### config.mk
export PLATFORM = sky130hd
export DESIGN_NAME = btn_evt
export DESIGN_NICKNAME = d
export VERILOG_FILES = /design/src/rtl/btn_evt.sv
export SDC_FILE = /design/constraint.sdc
export NUM_CORES = 1
export LEC_CHECK = 0
export CAP_MARGIN = 20
export CORE_UTILIZATION = 30
export DETAILED_ROUTE_END_ITERATION = 6
export SLEW_MARGIN = 20
export SYNTH_ARGS = -nofsm -noshare
export SYNTH_HDL_FRONTEND = slang
export SYNTH_SLANG_ARGS = --single-unit
### constraint.sdc
create_clock -name clk -period 4.8 [get_ports clk]
set_clock_uncertainty 0.05 [all_clocks]
set_input_delay 0.72 -clock clk [delete_from_list [all_inputs] [get_ports clk]]
set_output_delay 0.72 -clock clk [all_outputs]
set_load 0.01 [all_outputs]
### src/rtl/btn_evt.sv
// btn_evt: classifies a debounced, synchronous, active-high button level
// into one-cycle event pulses (press, release, click, double-click,
// long-press) plus a "held" level.
// Optional feature macro: BTN_EVT_REPEAT_EN enables auto-repeat pulses
// on repeat_p while the button is held past the long-press threshold.
// Without the macro, repeat_p is tied low and the hold-state timer is omitted.
module btn_evt #(
  parameter int LONG_COUNT   = 12000000,
  parameter int DBL_COUNT    = 3000000,
  parameter int REPEAT_COUNT = 2400000,
  parameter int CNT_W        = 24
) (
  input  logic clk,
  input  logic nrst,
  input  logic in,
  output logic press_p,
  output logic rel_p,
  output logic click_p,
  output logic dbl_p,
  output logic long_p,
  output logic held,
  output logic repeat_p
);

  typedef enum logic [2:0] {
    ARM   = 3'd0,
    IDLE  = 3'd1,
    DOWN  = 3'd2,
    GAP   = 3'd3,
    DOWN2 = 3'd4,
    HOLD  = 3'd5
  } state_t;

  localparam logic [CNT_W-1:0] CNT_ZERO  = {CNT_W{1'b0}};
  localparam logic [CNT_W-1:0] CNT_ONE   = CNT_W'(1);
  localparam logic [CNT_W-1:0] LONG_LAST = CNT_W'(LONG_COUNT - 1);
  localparam logic [CNT_W-1:0] DBL_LAST  = CNT_W'(DBL_COUNT - 1);

  // Largest count any state has to reach; the counter must be able to hold it.
  localparam longint MAX_COUNT =
    (longint'(LONG_COUNT) > longint'(DBL_COUNT)) ?
      ((longint'(LONG_COUNT) > longint'(REPEAT_COUNT)) ? longint'(LONG_COUNT) : longint'(REPEAT_COUNT)) :
      ((longint'(DBL_COUNT)  > longint'(REPEAT_COUNT)) ? longint'(DBL_COUNT)  : longint'(REPEAT_COUNT));
  localparam longint CNT_SPAN = longint'(1) << CNT_W;

  generate
    if (MAX_COUNT > CNT_SPAN) begin : g_cnt_w_check
      $error("btn_evt: CNT_W too narrow for the configured counts");
    end
  endgenerate

  state_t           state_r;
  logic [CNT_W-1:0] cnt_r;

`ifdef BTN_EVT_REPEAT_EN
  localparam logic [CNT_W-1:0] REP_LAST = CNT_W'(REPEAT_COUNT - 1);
  logic repeat_r;
  assign repeat_p = repeat_r;
`else
  assign repeat_p = 1'b0;
`endif

  // Event classifier FSM: state, phase timer and all registered event outputs.
  always_ff @(posedge clk or negedge nrst) begin
    if (!nrst) begin
      state_r  <= ARM;
      cnt_r    <= CNT_ZERO;
      press_p  <= 1'b0;
      rel_p    <= 1'b0;
      click_p  <= 1'b0;
      dbl_p    <= 1'b0;
      long_p   <= 1'b0;
      held     <= 1'b0;
`ifdef BTN_EVT_REPEAT_EN
      repeat_r <= 1'b0;
`endif
    end else begin
      // Pulses drop back to zero unless a transition below raises them.
      press_p  <= 1'b0;
      rel_p    <= 1'b0;
      click_p  <= 1'b0;
      dbl_p    <= 1'b0;
      long_p   <= 1'b0;
`ifdef BTN_EVT_REPEAT_EN
      repeat_r <= 1'b0;
`endif
      case (state_r)
        ARM: begin
          // A button held through reset release must be let go first.
          cnt_r <= CNT_ZERO;
          if (!in) begin
            state_r <= IDLE;
          end
        end
        IDLE: begin
          cnt_r <= CNT_ZERO;
          if (in) begin
            press_p <= 1'b1;
            state_r <= DOWN;
          end
        end
        DOWN, DOWN2: begin
          // Release beats the long threshold when both land on one cycle.
          if (!in) begin
            rel_p   <= 1'b1;
            cnt_r   <= CNT_ZERO;
            state_r <= (state_r == DOWN) ? GAP : IDLE;
          end else if (cnt_r == LONG_LAST) begin
            long_p  <= 1'b1;
            held    <= 1'b1;
            cnt_r   <= CNT_ZERO;
            state_r <= HOLD;
          end else begin
            cnt_r <= cnt_r + CNT_ONE;
          end
        end
        GAP: begin
          // A second press on the timeout cycle still counts as a double.
          if (in) begin
            press_p <= 1'b1;
            dbl_p   <= 1'b1;
            cnt_r   <= CNT_ZERO;
            state_r <= DOWN2;
          end else if (cnt_r == DBL_LAST) begin
            click_p <= 1'b1;
            cnt_r   <= CNT_ZERO;
            state_r <= IDLE;
          end else begin
            cnt_r <= cnt_r + CNT_ONE;
          end
        end
        HOLD: begin
          if (!in) begin
            rel_p   <= 1'b1;
            held    <= 1'b0;
            cnt_r   <= CNT_ZERO;
            state_r <= IDLE;
          end else begin
`ifdef BTN_EVT_REPEAT_EN
            if (cnt_r == REP_LAST) begin
              repeat_r <= 1'b1;
              cnt_r    <= CNT_ZERO;
            end else begin
              cnt_r <= cnt_r + CNT_ONE;
            end
`else
            cnt_r <= CNT_ZERO;
`endif
          end
        end
        default: begin
          state_r <= ARM;
          cnt_r   <= CNT_ZERO;
          held    <= 1'b0;
        end
      endcase
    end
  end

endmodule

Word-level counts from Yosys, hierarchy flattened:

Cells that the tools add are included.
Widths: inputs -> output; s select.

* register bits after elaboration: 33
* input bits: 3
* output and inout port bits: 7

* $add $sub $neg: 1
* equality and inequality tests: 14
* multiplexer cells: 28
* bitwise gates (word level): 1
* reduce and logical (&&, ||, !) cells: 8

Operator list (number)
* $mux 24: 4
* $pmux 24 s2: 1
* $add 24x1->24 const B: 1
* $eq 24x22->1 const B: 1
* $eq 24x24->1 const B: 1
* $mux 3: 6
* $mux 1: 14
* $pmux 3 s4: 1
* $ne 2x2->1 const B: 5
* $reduce_and 4->1: 2
* $eq 3x2->1 const B: 2
* $eq 3x3->1 const B: 2
* $ne 3x3->1 const B: 2
* $reduce_or 2->1: 3
* $reduce_or 3->1: 2
* $eq 3x1->1 const B: 1
* $logic_not 3->1: 1
* $pmux 1 s3: 1
* $mux 2: 1
* $not 1->1: 1

Longest topological paths before layout:

Gate-level depths: netlist of the first run.

* depth after elaboration: 4
* depth in mapped cells: 7

Worst setup path after synthesis of the first run:

Ideal clock, no wire load.

* path type: register to register
* start point: register cnt_r[11]
* end point: register cnt_r[10]
* setup time: 138 ps
* arrival time: 1652 ps
* required time: 4612 ps
* path slack: 2960 ps
* stages on the path, launching flop included: 7
* buffers on the path: 1
* period minus slack after synthesis: 1840 ps
* cells stage by stage: dfrtp_1 > or4b_4 > nor3_2 > a41oi_1 > o21ai_2 > buf_6 > a21oi_1

* cells in the longest elaborated chain, start to end: 4

Ends and longest elaborated chain
* from (decl): line 53 `logic [CNT_W-1:0] cnt_r;`
* from (signal assigned): line 114 `cnt_r <= cnt_r + CNT_ONE;`
* from (signal assigned): line 129 `cnt_r <= cnt_r + CNT_ONE;`
* $eq 24x22->1 / $eq 24x24->1 (equally long branches): line 124, 108
* $mux 24 (on tied branches): line 124, 108
* $mux 24 (on tied branches): line 119, 104
* $pmux 24 s2 *: line 87 `case (state_r)`

Every way passes the cells marked *; elsewhere a longest branch is shown, timed or not.
A chain may end at the register's enable or synchronous reset.

Worst setup path after layout of the first run:

* start point: input in
* end point: register cnt_r[3]

* cells in the longest elaborated chain, start to end: 2

Ends and longest elaborated chain
* from (decl): line 15 `input logic in,`
* $mux 24 (on tied branches): line 119, 104
* $pmux 24 s2 *: line 87

Marks and branches as above.

==> results of run 1 <==
## cell usage after synthesis, types with 3 or more instances
cell | instances | area [sq um]
dfrtp_1 | 33 | 825.8
a21oi_1 | 25 | 125.1
xnor2_1 | 21 | 183.9
nand2_1 | 12 | 45.04
nor2_1 | 11 | 41.29
nand3_1 | 9 | 45.04
nor3_1 | 8 | 40.04
clkbuf_1 | 7 | 26.28
buf_6 | 4 | 45.04
inv_1 | 4 | 15.01
nand2b_1 | 4 | 25.02
nand4_1 | 3 | 18.77
nor4_1 | 3 | 18.77
## routing by layer
layer / part of all wire, % / GRT usage [%]
met1: 51 / 16.06
met2: 46 / 18.52
met3: 2.3 / 3.448
met4: 0.51 / 3.818
met5: 0 / 0
## cells by family (layout without fill, tap and decap cells)
kind of cell	count (synthesis)	in the layout	synth area share (%)
other	1	1	0.2114
XOR/XNOR	23	23	11.35
AND/OR/NAND/NOR	68	68	22.85
AO/OA/AOI/OAI	38	38	12.77
adder cells (fa/ha/maj)	1	1	0.7051
buffers and inverters	17	20	5.571
flip-flops	33	33	46.54
## layout make-up
class | count | area share [%]
inverter | 4 | 0.7682
sequential | 33 | 42.25
multi-input combinational | 131 | 43.47
timing repair buffer | 9 | 4.481
clock buffer | 7 | 4.417
tap | 72 | 4.609
## stage by stage
stage               util (%)  total power, mW  instances  cell area, sq um  hold WS (ns)
global route           34.85           0.6997        256              1954        0.4268
floorplan                  -           0.4344        181              1774        0.3744
global placement       33.31           0.4589        249              1868        0.3982
finish                 34.85           0.6606        256              1954        0.4047
CTS                    34.85           0.6691        256              1954        0.4075
detailed placement     33.31           0.4621        249              1868        0.3989
## cells in the final DEF (no fill, tap or decap), drive strengths merged, types with 2 or more instances in the layout
cell type,synthesis,final
o21ai,2,2
and4,2,2
and3,2,2
nor3,10,10
nand4,3,3
xnor2,21,21
clkbuf,7,7
a21boi,2,2
xor2,2,2
nor4,5,5
nand3,9,9
dfrtp,33,33
inv,4,4
clkdlybuf4s50,0,8
a21oi,26,26
or2,2,2
nand4bb,2,2
nand2,12,12
nor2,11,11
nand2b,4,4
nor3b,2,2
## worst max-delay path, stage by stage
cell             delay [ns]
clkdlybuf4s50_1        0.68
nand2b_1               0.12
a31oi_1                0.24
nand3_1                0.72
a21oi_1                0.39
## power breakdown
group	leakage, nW	switching [mW]	total [mW]	internal (mW)
registers	0.453	0.0323	0.333	0.301
clock network	0.0443	0.0914	0.205	0.114
logic	0.198	0.0737	0.123	0.0490
## flip-flops by register name, summed over array words and instances, names as in the netlist
| register | count |
|---|---|
| press_p | 1 |
| held | 1 |
| state_r | 3 |
| long_p | 1 |
| dbl_p | 1 |
| click_p | 1 |
| rel_p | 1 |
| cnt_r | 24 |
## worst max path at each step
stage / start / end / slack [ns]
after global placement: in / cnt_r[1]$_DFF_PN0_ / 1.84
after global routing: in / cnt_r[3]$_DFF_PN0_ / 1.87
after CTS: in / cnt_r[3]$_DFF_PN0_ / 2.06
final: in / cnt_r[3]$_DFF_PN0_ / 2.05
after detailed placement: in / cnt_r[3]$_DFF_PN0_ / 1.78
after floorplan: cnt_r[11]$_DFF_PN0_ / cnt_r[10]$_DFF_PN0_ / 2.96
==> results by group, run 1 <==
Clock network
  – Root Buffer: clkbuf_8
  – Clock-pin transition on the worst setup and hold timing paths: 0.06 ns
  – Number of setup buffers added after CTS: 0
  – Deepest clock path buffer count: 2
  – Clock buffer count from CTS: 5
  – CTS Sinks: 33
  – CTS Hold Bufs: 0
  – CTS tree: done
  – CTS resizes: 0
  – Total number of H-tree levels: 2
  – Clk_lat worst skew: 0.28 ns

Detailed routing
  – Vias per cell: 4.898
  – Routed len/inst: 13.09 um
  – Via count: 1254
  – Routed WL: 3.350 mm
  – Drt first-iter violations: 61
  – Detail Route Antenna Nets: 0
  – First-pass iteration count of the detailed router: 4
  – DRC Markers: 0

Worst hold path
  – Worst hold stages: 1
  – Worst hold endpoint: cnt_r[0]$_DFF_PN0_
  – Hold WC Path Type: register to register
  – Hold path start: cnt_r[0]$_DFF_PN0_

Placement
  – # port buffers: 8
  – Post-Place Setup Slack: 1.782 ns
  – Placer Congestion: 0.7148
  – Dpl hpwl: 2.193 mm

Final layout
  – Sequential Area: 825.8 sq um
  – Final #Nets: 188
  – Layout cells sized above 1: 8.696%
  – Area grow syn2layout: 10.15%
  – Multi-input gate area: 849.6 sq um
  – Filler Cell Count: 595
  – Inserted Diodes: 0

Logic synthesis
  – Main flop type after synthesis: dfrtp_1
  – Yosys warning count: 0
  – Async SR Flop Fraction: 100.0%
  – Post-synth EDFFs: 0
  – Syn Area/Cell: 9.802 sq um
  – Synth unique cells: 42
  – Sequential cell area fraction in the yosys report: 46.54%
  – Cell area after synthesis: 1774 sq um
  – Flops & latches, synth: 33
  – Post-Syn Nets: 185
  – Cells after Synth: 181

Die
  – Die ar.: 6225 sq um
  – Row count: 27
  – Die H: 78.90 um
  – Std-Cell Core Area: 5608 sq um
  – Starting Density: 31.64%
  – # IOs: 10
  – Die width: 78.90 um

STA
  – Fin crit share: 57.31%
  – Fmax: 363.5 MHz
  – Slew Limit Fails: 0
  – Setup slack after layout: 2.049 ns
  – Crit path time final: 2.751 ns
  – Slew HR: 36.35%
  – Tightest Pin Transition: 0.9546 ns
  – Setup violators final: 0
  – RSZ-0062 raised after global routing: no
  – Endpoints failing hold: 0
  – TNS Setup: 0 ns

Power and ir drop
  – PwrDens: 338.0 nW/um^2
  – Leakage power: 0.6955 nW
  – VDD IR max: 0.0001218 V

Critical path
  – Crit end category: register
  – Critical path type: input pin to register
  – R2r endpoint: cnt_r[1]$_DFF_PN0_
  – CP arrival: 2.88 ns
  – Crit path launch type: input pin
  – Worst R2R Setup Slack: 2.35 ns
  – Cell depth of the worst flop-to-flop path: 5
  – Crit path max fanout: 24
  – WP data required: 4.93 ns
  – Worst r2r src: cnt_r[11]$_DFF_PN0_

Global routing
  – First-pass GRT wire length: 5.768 mm
  – GRT Total Usage: 11.96%
  – Vias in the first global route: 1225
  – Largest net degree at the start of global routing: 34
  – Antenna violations before repair: 0
  – Global route overflow: 0

Flow run
  – MaxCap Viol Count: 0

Status
  – Outcome: completed
No activity file was read; power rests on OpenSTA's default activity.
==> inputs of run 2 (changes only) <==
- clock period: 4.8 -> 2.2 ns (I/O delays scaled with it)
==> run 2 against run 1 <==
Count of clock-buffer cells in the layout unchanged. Cell count increased by 2.3%. Register-to-register slack got worse by 2.1 ns. Critical endpoint is now cnt_r[1]$_DFF_PN0_. Combinational power increased by 140%. Largest cell class unchanged. Non-clock buffer count increased by 6. Highest routed layer unchanged. Sequential share of layout area decreased by 0.95 points. Hold slack got worse by 0.0041 ns. Clock power increased by 130%.
==> results by group, run 2 (synthesis results as in run 1) <==
Status
  – Outcome: completed

Global routing
  – Largest net degree at the start of global routing: 34
  – GRT Total Usage: 12.80%
  – Antenna violations before repair: 0
  – Global route overflow: 0
  – First-pass GRT wire length: 6.154 mm
  – Vias in the first global route: 1261

Final layout
  – Area grow syn2layout: 12.69%
  – Max reg flops: 24
  – Inserted Diodes: 0
  – Biggest regs: cnt_r x24, state_r x3
  – Most frequent cells in the layout: dfrtp_1 (33), a21oi_1 (25), xnor2_1 (21), nand2_1 (12), nor2_1 (11)
  – Commonest non-fill, non-tap cell in the layout: dfrtp_1
  – Final #Nets: 194
  – Layout cells sized above 1: 11.58%
  – Layout Cells excl Fill: 262
  – Reg with most FFs: cnt_r

Detailed routing
  – Routed len/inst: 13.51 um
  – Routed WL: 3.540 mm
  – Vias per cell: 5.092
  – First-pass iteration count of the detailed router: 4
  – Detail Route Antenna Nets: 0
  – Via count: 1334
  – Drt first-iter violations: 85
  – DRC Markers: 0

STA
  – Setup violators final: 0
  – TNS Setup: 0 ns
  – Endpoints failing hold: 0
  – Fin crit share: 88.07%
  – Tightest Pin Transition: 0.5001 ns
  – RSZ-0062 raised after global routing: no
  – Fmax: 516.1 MHz
  – Slew Limit Fails: 0
  – Crit path time final: 1.938 ns
  – Slew HR: 66.57%

Clock network
  – Clock buffer count from CTS: 5
  – CTS Sinks: 33
  – Clk_lat worst skew: 0.28 ns
  – CTS resizes: 0
  – Clock-pin transition on the worst setup and hold timing paths: 0.07 ns
  – CTS tree: done
  – Number of setup buffers added after CTS: 0
  – Total number of H-tree levels: 2
  – Deepest clock path buffer count: 2
  – CTS Hold Bufs: 0
  – Root Buffer: clkbuf_8

Placement
  – Dpl hpwl: 2.356 mm
  – Dpl cells: 255
  – Placer Congestion: 0.7478
  – # port buffers: 8

Power and ir drop
  – Switching Share: 30.76%
  – Clock power frac: 31.4%
  – Leakage power: 0.7228 nW
  – Comb pwr share: 19.9%
  – Internal power: 1.032 mW
  – Net switching power: 0.4585 mW
  – PwrDens: 745.6 nW/um^2
  – VDD IR max: 0.0003123 V
  – Sequential power share: 48.7%

Critical path
  – Crit end category: register
  – WP data required: 2.30 ns
  – Worst R2R Setup Slack: 0.26 ns
  – Crit path launch type: register
  – Crit path max fanout: 14
  – Critical path type: register to register
  – CP arrival: 2.04 ns

Die
  – Row count: 27
  – Die ar.: 6225 sq um
  – Die H: 78.90 um
  – # IOs: 10
  – Std-Cell Core Area: 5608 sq um
  – Die width: 78.90 um
  – Starting Density: 31.64%

Flow run
  – MaxCap Viol Count: 0

Worst hold path
  – Hold WC Path Type: input pin to async pin
==> run 2: cell count changes in the layout (fill, tap and decap cells not counted) <==
cell,previous run,this run
buf_4,1,7
==> run 2: power by group through the flow <==
stage	sequential, mW	combinational, mW	clock (mW)
CTS	0.724	0.300	0.479
global placement	0.736	0.298	0
global route	0.735	0.335	0.504
detailed placement	0.736	0.300	0
floorplan	0.694	0.253	0
finish	0.727	0.296	0.468
==> run 2: path summary, 6_finish.rpt <==
| path | depth (start not counted) | from | end |
|---|---|---|---|
| min reg2reg | 1 | cnt_r[0]$_DFF_PN0_ | cnt_r[0]$_DFF_PN0_ |
| min in group clk | 1 | cnt_r[0]$_DFF_PN0_ | cnt_r[0]$_DFF_PN0_ |
| max | 6 | cnt_r[11]$_DFF_PN0_ | cnt_r[1]$_DFF_PN0_ |
| min | 2 | nrst | press_p$_DFF_PN0_ |
| max in group asynchronous | 2 | nrst | cnt_r[9]$_DFF_PN0_ |
| max reg2reg | 6 | cnt_r[11]$_DFF_PN0_ | cnt_r[1]$_DFF_PN0_ |
==> run 2: critical path, stage by stage, from the launching register on <==
cell and delay, ns:
dfrtp_1 0.43, or4b_4 0.54, nor3_2 0.15, a41oi_1 0.15, o21ai_2 0.16, buf_4 0.22
a21boi_0 0.10
==> run 2: cell type report <==
type	count	area (sq um)
clock buffer	7	86.33
fill	584	3608
inverter	4	15.01
multi-input combinational	131	849.6
sequential	33	825.8
tap	72	90.09
timing repair buffer	15	132.6
==> run 2: layer usage <==
layer	track usage [%]	up-vias	part of all wire, %
met4	4.909	0	0.59
met2	18.87	16	44
met5	0	-	0
met3	3.103	3	2.5
met1	17.97	661	53
li1	-	654	-
==> run 2: stage by stage <==
step / setup WS [ns] / area, sq um / hold WS [ns] / util, % / power, mW
floorplan: 0.3599 / 1774 / -0.01559 / - / 0.9477
global placement: 0.2777 / 1913 / 0.3995 / 34.11 / 1.034
finish: 0.2625 / 1999 / 0.4006 / 35.65 / 1.491
global route: 0.1080 / 1999 / 0.4425 / 35.65 / 1.573
detailed placement: 0.2567 / 1913 / 0.4023 / 34.11 / 1.035
CTS: 0.2621 / 1999 / 0.4115 / 35.65 / 1.503
